### src/rtl/fxp_dot_accum.sv
// fxp_dot_accum: accumulates a programmable-length stream of sign-magnitude
// Q-format products and emits the saturated sign-magnitude dot product.
module fxp_dot_accum #(
  parameter int N = 16,
  parameter int Q = 10,
  parameter int CNT_W = 8
) (
  input  logic             i_clk,
  input  logic             i_rst_n,
  input  logic             i_valid,
  output logic             o_ready,
  input  logic [N-1:0]     i_prod,
  input  logic [CNT_W-1:0] i_len,
  output logic             o_valid,
  input  logic             i_ready,
  output logic [N-1:0]     o_sum,
  output logic             o_sat
);
  localparam int ACC_W = N + CNT_W;
  localparam logic signed [ACC_W-1:0] MAXV = ACC_W'((2 ** (N - 1)) - 1);
  typedef enum logic [1:0] {IDLE, ACC, DONE} state_t;
  state_t state, state_nx;
  logic signed [ACC_W-1:0] acc, acc_in, prod_tc, mag_ext, acc_abs;
  logic [CNT_W:0] cnt, cnt_nx, len_r, len_in, len_eff;
  logic beat, last, sat_hi, sat_lo;
  assign o_ready  = state != DONE;
  assign o_valid  = state == DONE;
  assign beat     = i_valid && o_ready;
  // Negative zero negates to zero, so it adds nothing.
  assign mag_ext  = $signed({{(CNT_W + 1){1'b0}}, i_prod[N-2:0]});
  assign prod_tc  = i_prod[N-1] ? -mag_ext : mag_ext;
  // A length field of zero encodes the full 2^CNT_W beats.
  assign len_in   = (i_len == '0) ? {1'b1, {CNT_W{1'b0}}} : {1'b0, i_len};
  assign len_eff  = (state == IDLE) ? len_in : len_r;
  assign cnt_nx   = (state == IDLE) ? (CNT_W + 1)'(1) : cnt + 1'b1;
  assign acc_in   = (state == IDLE) ? prod_tc : acc + prod_tc;
  assign last     = beat && (cnt_nx == len_eff);
  assign sat_hi   = acc_in > MAXV;
  assign sat_lo   = acc_in < -MAXV;
  assign acc_abs  = acc_in[ACC_W-1] ? -acc_in : acc_in;
  always_comb begin
    state_nx = state;
    if (state == DONE) state_nx = i_ready ? IDLE : DONE;
    else if (last) state_nx = DONE;
    else if (beat) state_nx = ACC;
  end
  always_ff @(posedge i_clk or negedge i_rst_n) begin
    if (!i_rst_n) begin
      state <= IDLE;
      acc   <= '0;
      cnt   <= '0;
      len_r <= '0;
      o_sum <= '0;
      o_sat <= 1'b0;
    end else begin
      state <= state_nx;
      if (state == DONE) begin
        if (i_ready) begin
          acc <= '0;
          cnt <= '0;
        end
      end else if (beat) begin
        acc <= acc_in;
        cnt <= cnt_nx;
        if (state == IDLE) len_r <= len_in;
      end
      if (last) begin
        o_sat <= sat_hi || sat_lo;
        o_sum <= sat_hi ? {1'b0, {(N - 1){1'b1}}} :
                 sat_lo ? {1'b1, {(N - 1){1'b1}}} :
                 {acc_in[ACC_W-1], acc_abs[N-2:0]};
      end
    end
  end
endmodule

### config.mk
export PLATFORM = sky130hd
export DESIGN_NAME = fxp_dot_accum
export DESIGN_NICKNAME = d
export VERILOG_FILES = /design/src/rtl/fxp_dot_accum.sv
export SDC_FILE = /design/constraint.sdc
export NUM_CORES = 1
export LEC_CHECK = 0
export ABC_AREA = 1
export CORE_ASPECT_RATIO = 0.7
export CORE_MARGIN = 8
export CORE_UTILIZATION = 50
export DETAILED_ROUTE_END_ITERATION = 8
export DONT_BUFFER_PORTS = 1
export HOLD_SLACK_MARGIN = 0.1
export PLACE_DENSITY = 0.66
export SYNTH_ARGS = -nofsm -noshare
export SYNTH_HDL_FRONTEND = slang
export SYNTH_SLANG_ARGS = --single-unit
### constraint.sdc
create_clock -name i_clk -period 2.6 [get_ports i_clk]
set_input_delay 0.78 -clock i_clk [delete_from_list [all_inputs] [get_ports i_clk]]
set_output_delay 0.78 -clock i_clk [all_outputs]
set_load 0.02 [all_outputs]
==> impl_results.md, run 1 <==
- Slew @ Worst Pin: 0.4598 ns
- Clk root buf: clkbuf_16
- Worst hold slack: 0.1341 ns
- PD cells: 1206 mW/mm2
- Most used flip-flop cell after synthesis: dfrtp_1
- Synth Register Bits: 61
- Distinct cells, synth: 43
- Leak pwr: 4.535 nW
- DRC violations left: 0
- Layout cell share with drive strength beyond 1: 38.97%
- Asr flop ratio synth: 100.0%
- Synthesized instance count: 999
- Post-Syn Nets: 1058
- Failing checks: negative setup slack
- Final period util: 133.1%
- Mapped cell area: 0.006103 mm2
- Fin area: 0.008925 mm2
- Total CTS buffers: 9
- Core Box Area: 0.01181 mm2
- Site row count: 33
- Final wirelength: 22.54 mm
- Worst setup EP type: register
- Fin crit period: 3.461 ns
- Area of the multi-input gates: 0.004828 mm2
- Total GRT Usage: 27.20%
- Startpoint Class: primary input
- Peak supply drop: 0.8062 mV
- Final WS setup: -0.8605 ns
- Register area: 0.001526 mm2
- Power after layout: 10.76 mW
- Reg2reg setup slack: -0.39 ns
- First-pass GRT wire length: 34.43 mm
- Initial core utilization: 51.68%
- First DRT Iteration DRCs: 825
- Fillers: 885
- Fmax: 0.2890 GHz
- Clock Path Buffers: 2
- Post-DRT Antenna Nets: 0
- R2R depth: 18
- Via/cell ratio: 5.438
- Register area share after synthesis: 25.01%
- Post-synth EDFFs: 0
- Final Max Tran Viols: 0
- Slew HR: 69.27%
- Total congestion overflow: 0
- Via count: 7189
- Die height: 108.4 um
- Cell area after placement: 0.007296 mm2
- Class of the worst hold path: primary input to async pin
- Vias in the first global route: 6624
- Worst Setup SP: i_prod[1]
- Max_cap viols: 0
- WL/cell: 17.05 um
- CP Data Required Time: 2.81 ns
- RSZ-0062 raised after global routing: true
- Die area: 0.01605 mm2
- Antenna cell count: 0
- Crit Path Max Fanout: 8
- # setup viols final: 33
- Worst clock skew: 0.006783 ns
- DR pass1 iterations: 5
- Ys Warns: 0
- IO buf count: 0
- Final core occ: 75.58%
- Clock latency on the worst-skew pair: 0.34 ns
- Top Ports: 47
- Critical R2R Launch: acc[0]$_DFFE_PN0P_
- CTS clk-pin slew, worst paths: 0.06 ns
- Die width: 148.1 um
- Hold Vio Cnt, Final: 0
- Layout area overhead: 46.23%
- Gpl congestion: 0.9545
- Crit path kind: primary input to register
- Largest net degree at the start of global routing: 62
- Initial antenna violation count: 0
- Nets: 1219
- Crit Reg-Reg Endpoint: o_sum[14]$_DFFE_PN0P_
- Hold-fix buffers at CTS: 0
- Status: finished with violations
- CP arrival: 3.67 ns
- Clock net sink count: 61
- Avg Inst Size Synth: 6.109 um2
- CTS tree: built
- Place WS: -1.123 ns
- H-tree levels: 3
- Post-detail-place hpwl: 15.99 mm
[final cells by class]
class | instances | area share [%]
Tap cell | 157 | 2.201
Clock inverter | 5 | 0.4066
Multi-Input combinational cell | 752 | 54.10
Inverter | 162 | 7.402
Timing Repair Buffer | 174 | 16.07
Sequential cell | 61 | 17.10
Clock buffer | 11 | 2.720
[through the flow]
stage	TNS [ns]	instances
2_1_floorplan	-11.11	999
3_3_place_gp	-26.97	1257
3_5_place_dp	-28.52	1257
4_1_cts	-11.45	1313
5_1_grt	-21.54	1322
6_report	-17.25	1322
[per-layer routing]
metal | wire length, um | share of wire, % | global-route usage [%] | up-vias
met5 | 0 | 0 | 0 | -
met4 | 498 | 2.2 | 8.194 | 0
met3 | 2229 | 9.9 | 7.050 | 46
met2 | 9496 | 42 | 39.44 | 334
met1 | 10320 | 46 | 38.78 | 3314
li1 | - | - | - | 3495
[power by group]
part           internal (mW)  switching [mW]
clock network          0.670           0.451
logic                   3.35            4.35
registers               1.34           0.593
[kinds of logic after synthesis]
family,after synthesis,synth area share (%)
and+or+nand+nor,602,43.89
buffers and inverters,187,12.63
AOI/OAI and AO/OA,103,9.676
DFF,61,25.01
adders and majority gates,31,6.478
xor gates and xnor gates,13,1.989
muxes,2,0.3280
[flip-flops by register name (all words and copies together), names as in the netlist]
| register | count |
|---|---|
| acc | 24 |
| cnt | 9 |
| len_r | 9 |
| o_sat | 1 |
| o_sum | 16 |
| state | 2 |
[cells in the mapped netlist, types with 8 or more instances]
| cell type | instances | share of area [%] |
|---|---|---|
| xor2_1 | 9 | 1.3 |
| nor2_2 | 12 | 1.2 |
| inv_1 | 154 | 9.5 |
| o21ai_0 | 44 | 3.6 |
| nand3_1 | 125 | 10 |
| a21oi_1 | 26 | 2.1 |
| ha_1 | 30 | 6.2 |
| nor2_1 | 73 | 4.5 |
| clkbuf_1 | 8 | 0.49 |
| dfrtp_1 | 61 | 25 |
| o22ai_1 | 9 | 0.92 |
| nand2_2 | 15 | 1.5 |
| nand4_1 | 21 | 2.2 |
| o21ai_1 | 8 | 0.66 |
| or2_2 | 9 | 0.92 |
| nand2_1 | 324 | 20 |
[repair_timing]
| item | in CTS | in global routing |
|---|---|---|
| setup endpoints to repair | 33 | 36 |
| gates cloned | 1 | 0 |
| pin swaps | 59 | 90 |
| gates resized for setup | 125 | 123 |
| setup buffers | 39 | 10 |
[worst max-delay path by stage]
stage | end | depth (start not counted)
2_1_floorplan | o_sat$_DFFE_PN0P_ | 24
3_3_place_gp | o_sum[12]$_DFFE_PN0P_ | 24
3_5_place_dp | o_sum[9]$_DFFE_PN0P_ | 24
4_1_cts | o_sum[5]$_DFFE_PN0P_ | 23
5_1_grt | o_sum[5]$_DFFE_PN0P_ | 25
6_report | o_sum[5]$_DFFE_PN0P_ | 25
[layout by cell type (no fill, tap or decap), types with 4 or more instances in the layout]
master     instances
or2_1              4
clkbuf_16          9
nand2_2           81
o21ai_1           14
nand3_2           28
ha_1               7
o22ai_1            8
nand2_4           13
inv_2             19
nor2_1            50
buf_4            154
ha_4              21
o21ai_2           14
a21oi_1            6
buf_12             6
nand4_1           21
buf_6             14
nand2_1          245
a21oi_2           18
nand3_1           99
nor2_2            19
dfrtp_1           61
xor2_1             9
nand3b_1           5
nor2_4            19
inv_1            140
or2_2              9
o21ai_0           29
[worst max-delay path: stages]
cell and delay, ns:
clkinv_16 0.03, ha_4 0.14, nand2_4 0.06, nor2_4 0.16, nand2_2 0.07, o21ai_2 0.14
xor2_1 0.24, inv_1 0.14, ha_4 0.29, nand2_4 0.10, inv_1 0.06, nand2_1 0.07
nand2_1 0.06, buf_4 0.13, a21oi_2 0.12, nand2_1 0.07, nand2_1 0.05, nand3_1 0.13
nand2_1 0.16, nand2_1 0.07, nor2_1 0.12, nand3_1 0.14, o21ai_4 0.10, buf_12 0.16
a21oi_2 0.06
Note: power is estimated with default switching activity, not from simulation.
==> run 2, diff against run 1 <==
--- a/config.mk
+++ b/config.mk
@@ -6,13 +6,15 @@
 export NUM_CORES = 1
 export LEC_CHECK = 0
 export ABC_AREA = 1
+export CAP_MARGIN = 10
 export CORE_ASPECT_RATIO = 0.7
 export CORE_MARGIN = 8
 export CORE_UTILIZATION = 50
 export DETAILED_ROUTE_END_ITERATION = 8
 export DONT_BUFFER_PORTS = 1
 export HOLD_SLACK_MARGIN = 0.1
-export PLACE_DENSITY = 0.66
+export MAX_ROUTING_LAYER = met4
+export PLACE_DENSITY = 0.71
 export SYNTH_ARGS = -nofsm -noshare
 export SYNTH_HDL_FRONTEND = slang
 export SYNTH_SLANG_ARGS = --single-unit
==> run 2 against run 1 <==
  * The flow still finishes with violations (negative setup slack)
  * Clock skew up 0.0048 ns
  * Non-clock buffer count rose by 7
  * Die area unchanged
  * Final cell count up 0.45%
  * Clock power hardly changed
  * Register-to-register slack got worse by 0.11 ns
  * First-iteration DRC count is 12% higher
  * Fmax increased by 1.6%
  * Critical path depth did not move
  * Critical path type unchanged
==> impl_results.md, run 2 (same netlist as run 1, synthesis figures left out) <==
- CP arrival: 3.62 ns
- Layout cell share with drive strength beyond 1: 43.47%
- WL/cell: 18.41 um
- Via count: 7711
- Clock latency on the worst-skew pair: 0.33 ns
- RSZ-0062 raised after global routing: true
- Peak supply drop: 0.7214 mV
- Final Max Tran Viols: 0
- Worst path max stage delay: 0.35 ns
- Comb pwr share: 73.5%
- Largest net degree at the start of global routing: 62
- Worst Setup EP: o_sum[5]$_DFFE_PN0P_
- Psw: 5.828 mW
- Final WS setup: -0.8062 ns
- Post-DRT Antenna Nets: 0
- Final period util: 131.0%
- Startpoint Class: primary input
- Hold-fix buffers at CTS: 0
- Die width: 148.1 um
- Nets: 1226
- Most common cell after layout, fill and taps aside: nand2_1
- Core Box Area: 0.01181 mm2
- Failing checks: negative setup slack
- Max_cap viols: 0
- Via/cell ratio: 5.806
- Cells after DPL: 1253
- Die height: 108.4 um
- # setup viols final: 32
- Slew @ Worst Pin: 0.4759 ns
- TNS Setup: -17.50 ns
- Fmax: 0.2936 GHz
- Clock net sink count: 61
- Slew HR: 67.94%
- Biggest regs: acc (24), o_sum (16)
- Clk root buf: clkbuf_16
- H-tree levels: 3
- Initial antenna violation count: 0
- Worst hold slack: 0.1393 ns
- Critical R2R Launch: acc[0]$_DFFE_PN0P_
- Reg2reg setup slack: -0.50 ns
- Die area: 0.01605 mm2
- Clock power share: 9.8%
- CP Data Required Time: 2.81 ns
- M1 WL: 10.23 mm
- CTS tree: built
- Fin area: 0.009170 mm2
- Seq pwr share: 16.8%
- Crit Path Max Fanout: 8
- Switching Share: 50.75%
- First DRT Iteration DRCs: 928
- Cell area after placement: 0.007228 mm2
- Worst clock skew: 0.01161 ns
- Class of the worst hold path: primary input to async pin
- Total GRT Usage: 28.04%
- Leak pwr: 4.639 nW
- Top Ports: 47
- Routed wl met2: 10.62 mm
- Power after layout: 11.48 mW
- Gpl congestion: 0.9483
- Status: finished with violations
- IO buf count: 0
- DR pass1 iterations: 6
- Crit Reg-Reg Endpoint: o_sum[11]$_DFFE_PN0P_
- Clock Path Buffers: 2
- R2R depth: 18
- Site row count: 33
- Vias in the first global route: 6863
- P_int: 5.656 mW
- Biggest register: acc
- Most frequent cells in the layout: nand2_1 (222), buf_4 (156), inv_1 (130), nand2_2 (92), nand3_1 (87)
- Layout area overhead: 50.25%
- Worst Setup SP: i_prod[1]
- Initial core utilization: 51.68%
- Non-Filler Instances: 1328
- Met3 wire length: 2.818 mm
- Hold Vio Cnt, Final: 0
- Crit path kind: primary input to register
- Fin crit period: 3.406 ns
- Final wirelength: 24.45 mm
- Worst setup EP type: register
- Max reg flops: 24
- Antenna cell count: 0
- DR top layer: met4
- CP max stage cell: ha_4
- Post-detail-place hpwl: 15.84 mm
- First-pass GRT wire length: 34.99 mm
- DRC violations left: 0
- PD cells: 1252 mW/mm2
- Total CTS buffers: 9
- Total congestion overflow: 0
- CTS clk-pin slew, worst paths: 0.06 ns
## run 2: changes by cell type in the layout (fill, tap and decap cells not counted), moves of 3 or more
cell,before,now
a21oi_4,3,0
buf_12,6,3
buf_6,14,22
inv_1,140,130
inv_2,19,28
nand2_1,245,222
nand2_2,81,92
nand2_4,13,24
nand3_1,99,87
nand3_2,28,38
nor2_1,50,44
nor2_4,19,24
o21ai_1,14,11
## run 2: area by class of cell
cell class / instances / area (um2)
repair buffers: 181 / 1479
inverters: 162 / 663.1
fillers: 791 / 2639
flip-flops and latches: 61 / 1526
well taps: 157 / 196.4
clock inverters: 3 / 21.27
clock buffers: 12 / 256.5
multi-input cells: 752 / 5027
## run 2: what timing repair did
| action | 4_1_cts | 5_1_grt |
|---|---|---|
| buffers inserted | 45 | 20 |
| pin swaps | 73 | 98 |
| cloned | 1 | 0 |
| endpoints found under the hold margin | 0 | 0 |
| resized for setup | 141 | 179 |
| endpoints found under the setup margin | 34 | 37 |
## run 2: power by group through the flow
stage	sequential [mW]	clock, mW	combinational [mW]
6_report	1.93	1.12	8.44
5_1_grt	1.96	1.15	8.98
4_1_cts	1.88	1.12	6.97
3_5_place_dp	1.84	0	5.92
3_3_place_gp	1.85	0	5.83
2_1_floorplan	1.71	0	3.74
## run 2: how the worst min path moves through the flow
stage	depth (start not counted)	slack (ns)	end	start
floorplan	2	0.45	len_r[7]$_DFFE_PN0P_	len_r[7]$_DFFE_PN0P_
global placement	2	0.46	len_r[7]$_DFFE_PN0P_	len_r[7]$_DFFE_PN0P_
detailed placement	2	0.48	len_r[7]$_DFFE_PN0P_	len_r[7]$_DFFE_PN0P_
CTS	0	0.14	len_r[6]$_DFFE_PN0P_	i_rst_n
global route	0	0.14	len_r[7]$_DFFE_PN0P_	i_rst_n
finish	0	0.14	len_r[7]$_DFFE_PN0P_	i_rst_n
## run 2: worst max-delay path, delay by kind of cell
kind / cells / cell delay [ns]
AND/OR/NAND/NOR: 15 / 1.46
XOR/XNOR: 1 / 0.23
buffers and inverters: 4 / 0.36
AO/OA/AOI/OAI: 3 / 0.30
adder cells (fa/ha/maj): 2 / 0.49
## run 2: metrics by stage
step	util (%)	setup slack, ns
after CTS	71.15	-0.6111
after global routing	77.65	-0.9645
after detailed placement	61.21	-1.224
after floorplan	-	-0.6068
after global placement	61.21	-1.179
final	77.65	-0.8062
## run 2: per-layer routing
metal | vias up | GRT usage, %
met1 | 3626 | 37.96
met4 | 0 | 8.774
met5 | - | -
li1 | 3509 | -
met3 | 90 | 5.423
met2 | 486 | 41.46
==> run 3, diff against run 2 <==
--- a/config.mk
+++ b/config.mk
@@ -7,14 +7,16 @@
 export LEC_CHECK = 0
 export ABC_AREA = 1
 export CAP_MARGIN = 10
+export CELL_PAD_IN_SITES_DETAIL_PLACEMENT = 1
+export CELL_PAD_IN_SITES_GLOBAL_PLACEMENT = 1
 export CORE_ASPECT_RATIO = 0.7
 export CORE_MARGIN = 8
-export CORE_UTILIZATION = 50
+export CORE_UTILIZATION = 41
 export DETAILED_ROUTE_END_ITERATION = 8
 export DONT_BUFFER_PORTS = 1
 export HOLD_SLACK_MARGIN = 0.1
 export MAX_ROUTING_LAYER = met4
-export PLACE_DENSITY = 0.71
+export PLACE_DENSITY = 0.8
 export SYNTH_ARGS = -nofsm -noshare
 export SYNTH_HDL_FRONTEND = slang
 export SYNTH_SLANG_ARGS = --single-unit
==> run 3 against run 2 <==
  * The flow still finishes with violations (negative setup slack)
  * First-iteration DRC count grew 23%
  * Critical endpoint is now o_sum[9]$_DFFE_PN0P_
  * Non-clock buffer count rose by 2
  * Total power grew 21%
  * Sequential power grew 9%
  * Worst setup slack worse by 0.36 ns
  * Wire length rose by 68%
  * Sequential share of layout area down 0.99 points
  * Largest cell class unchanged
  * Fmax fell by 9.6%
  * Via count grew 16%
  * Die area is 19% higher
  * Clock skew grew 0.0065 ns
  * Largest power group unchanged
==> impl_results.md, run 3 (same netlist as run 1, synthesis figures left out) <==
- Top Ports: 47
- Initial core utilization: 41.72%
- Die width: 161.8 um
- Crit path kind: primary input to register
- DR pass1 iterations: 8
- Failing checks: negative setup slack
- First-pass GRT wire length: 51.19 mm
- Most common cell after layout, fill and taps aside: nand2_1
- Layout cell share with drive strength beyond 1: 50.85%
- Biggest regs: acc (24), o_sum (16)
- H-tree levels: 3
- Via/cell ratio: 6.523
- DR top layer: met4
- Vias in the first global route: 8822
- P_int: 6.179 mW
- Worst setup EP type: register
- Total GRT Usage: 34.99%
- Total congestion overflow: 0
- Seq pwr share: 15.2%
- Total CTS buffers: 9
- Max reg flops: 24
- Nets: 1228
- Status: finished with violations
- WL/cell: 29.92 um
- Worst path max stage delay: 0.25 ns
- # setup viols final: 37
- M1 WL: 14.88 mm
- Fin crit period: 3.767 ns
- Core Box Area: 0.01463 mm2
- Die area: 0.01911 mm2
- CP Data Required Time: 2.81 ns
- CP max stage cell: ha_4
- Hold-fix buffers at CTS: 0
- Cell area after placement: 0.007396 mm2
- DRC violations left: 0
- Final core occ: 66.64%
- Fillers: 1789
- Max_cap viols: 0
- Comb pwr share: 75.2%
- Gpl congestion: 0.9166
- Post-detail-place hpwl: 19.20 mm
- RSZ-0062 raised after global routing: true
- Site row count: 37
- IO buf count: 0
- Peak supply drop: 1.087 mV
- Clock power share: 9.7%
- CTS tree: built
- Place WS: -1.227 ns
- Hold Vio Cnt, Final: 0
- Clock Path Buffers: 2
- Largest net degree at the start of global routing: 62
- Clk root buf: clkbuf_16
- Worst clock skew: 0.01809 ns
- TNS Setup: -26.14 ns
- Biggest register: acc
- Fmax: 0.2655 GHz
- Final period util: 144.9%
- Slew @ Worst Pin: 0.7354 ns
- Slew HR: 50.97%
- Startpoint Class: primary input
- Most frequent cells in the layout: nand2_1 (183), buf_4 (160), inv_1 (123), nand2_2 (122), nand3_1 (75)
- CTS clk-pin slew, worst paths: 0.07 ns
- Post-DRT Antenna Nets: 0
- Final WS setup: -1.167 ns
- Switching Share: 55.51%
- Die height: 118.1 um
- Area of the multi-input gates: 0.005503 mm2
- Crit Path Max Fanout: 8
- Psw: 7.710 mW
- Initial antenna violation count: 1
- Clock net sink count: 61
- Fin area: 0.009749 mm2
- Routed wl met2: 17.84 mm
- Final Max Tran Viols: 0
- Worst path most repeated cell: nand2_2
- First DRT Iteration DRCs: 1145
- Met3 wire length: 4.988 mm
- Leak pwr: 4.748 nW
- CP arrival: 3.98 ns
- Via count: 8937
- Class of the worst hold path: primary input to async pin
- Final wirelength: 40.99 mm
- Register area: 0.001526 mm2
- PD cells: 1425 mW/mm2
- Reg2reg setup slack: -0.87 ns
- Clock latency on the worst-skew pair: 0.35 ns
- Layout area overhead: 59.74%
## run 3: cell count changes in the layout (fill, tap and decap cells not counted), sizes merged
cell	change
clkbuf	+1
clkinv	-1
buf	+2
diode	+1
bufinv	+1
## run 3: metal layers
layer / track usage [%] / up-vias
li1: - / 3511
met2: 54.25 / 820
met1: 40.88 / 4308
met3: 9.539 / 298
met4: 18.22 / 0
met5: - / -
## run 3: power by group through the flow
stage | logic, mW | registers (mW) | clock network, mW
final | 10.4 | 2.11 | 1.34
after global routing | 10.7 | 2.10 | 1.36
after CTS | 7.58 | 1.96 | 1.28
after detailed placement | 6.29 | 1.89 | 0
after global placement | 6.02 | 1.88 | 0
after floorplan | 3.74 | 1.71 | 0
## run 3: what timing repair did
item / 4_1_cts / 5_1_grt
gates cloned: 1 / 0
pin swaps: 83 / 90
resized for setup: 201 / 238
setup buffers: 18 / 28
endpoints found under the setup margin: 35 / 37
## run 3: area by class of cell
type	count	area share (%)
multi-input cells	752	56.44
flip-flops and latches	61	15.66
repair buffers	183	15.34
inverters	162	6.828
clock buffers	13	2.772
well taps	195	2.503
clock inverters	3	0.4363
diodes	1	0.02567
## run 3: critical path: cells and delay by family
family,cells,cell delay [ns]
and+or+nand+nor,19,2.21
buffers and inverters,4,0.55
adders and majority gates,1,0.25
AOI/OAI and AO/OA,2,0.18
## run 3: metrics by stage
| stage | power, mW | hold slack, ns | cells |
|---|---|---|---|
| final | 13.89 | 0.1153 | 1370 |
| after global routing | 14.16 | 0.1117 | 1370 |
| after CTS | 10.83 | 0.1302 | 1341 |
| after detailed placement | 8.185 | 0.4810 | 1307 |
| after global placement | 7.898 | 0.4624 | 1307 |
| after floorplan | 5.454 | 0.4479 | 999 |
## run 3: final timing paths
check | to | cells past startpoint | startpoint
max in group asynchronous | o_sum[12]$_DFFE_PN0P_ | 0 | i_rst_n
hold / removal | len_r[3]$_DFFE_PN0P_ | 0 | i_rst_n
setup reg to reg | o_sum[13]$_DFFE_PN0P_ | 18 | acc[0]$_DFFE_PN0P_
hold reg to reg | len_r[7]$_DFFE_PN0P_ | 2 | len_r[7]$_DFFE_PN0P_
min in group i_clk | len_r[7]$_DFFE_PN0P_ | 2 | len_r[7]$_DFFE_PN0P_
setup / recovery | o_sum[9]$_DFFE_PN0P_ | 26 | i_prod[8]
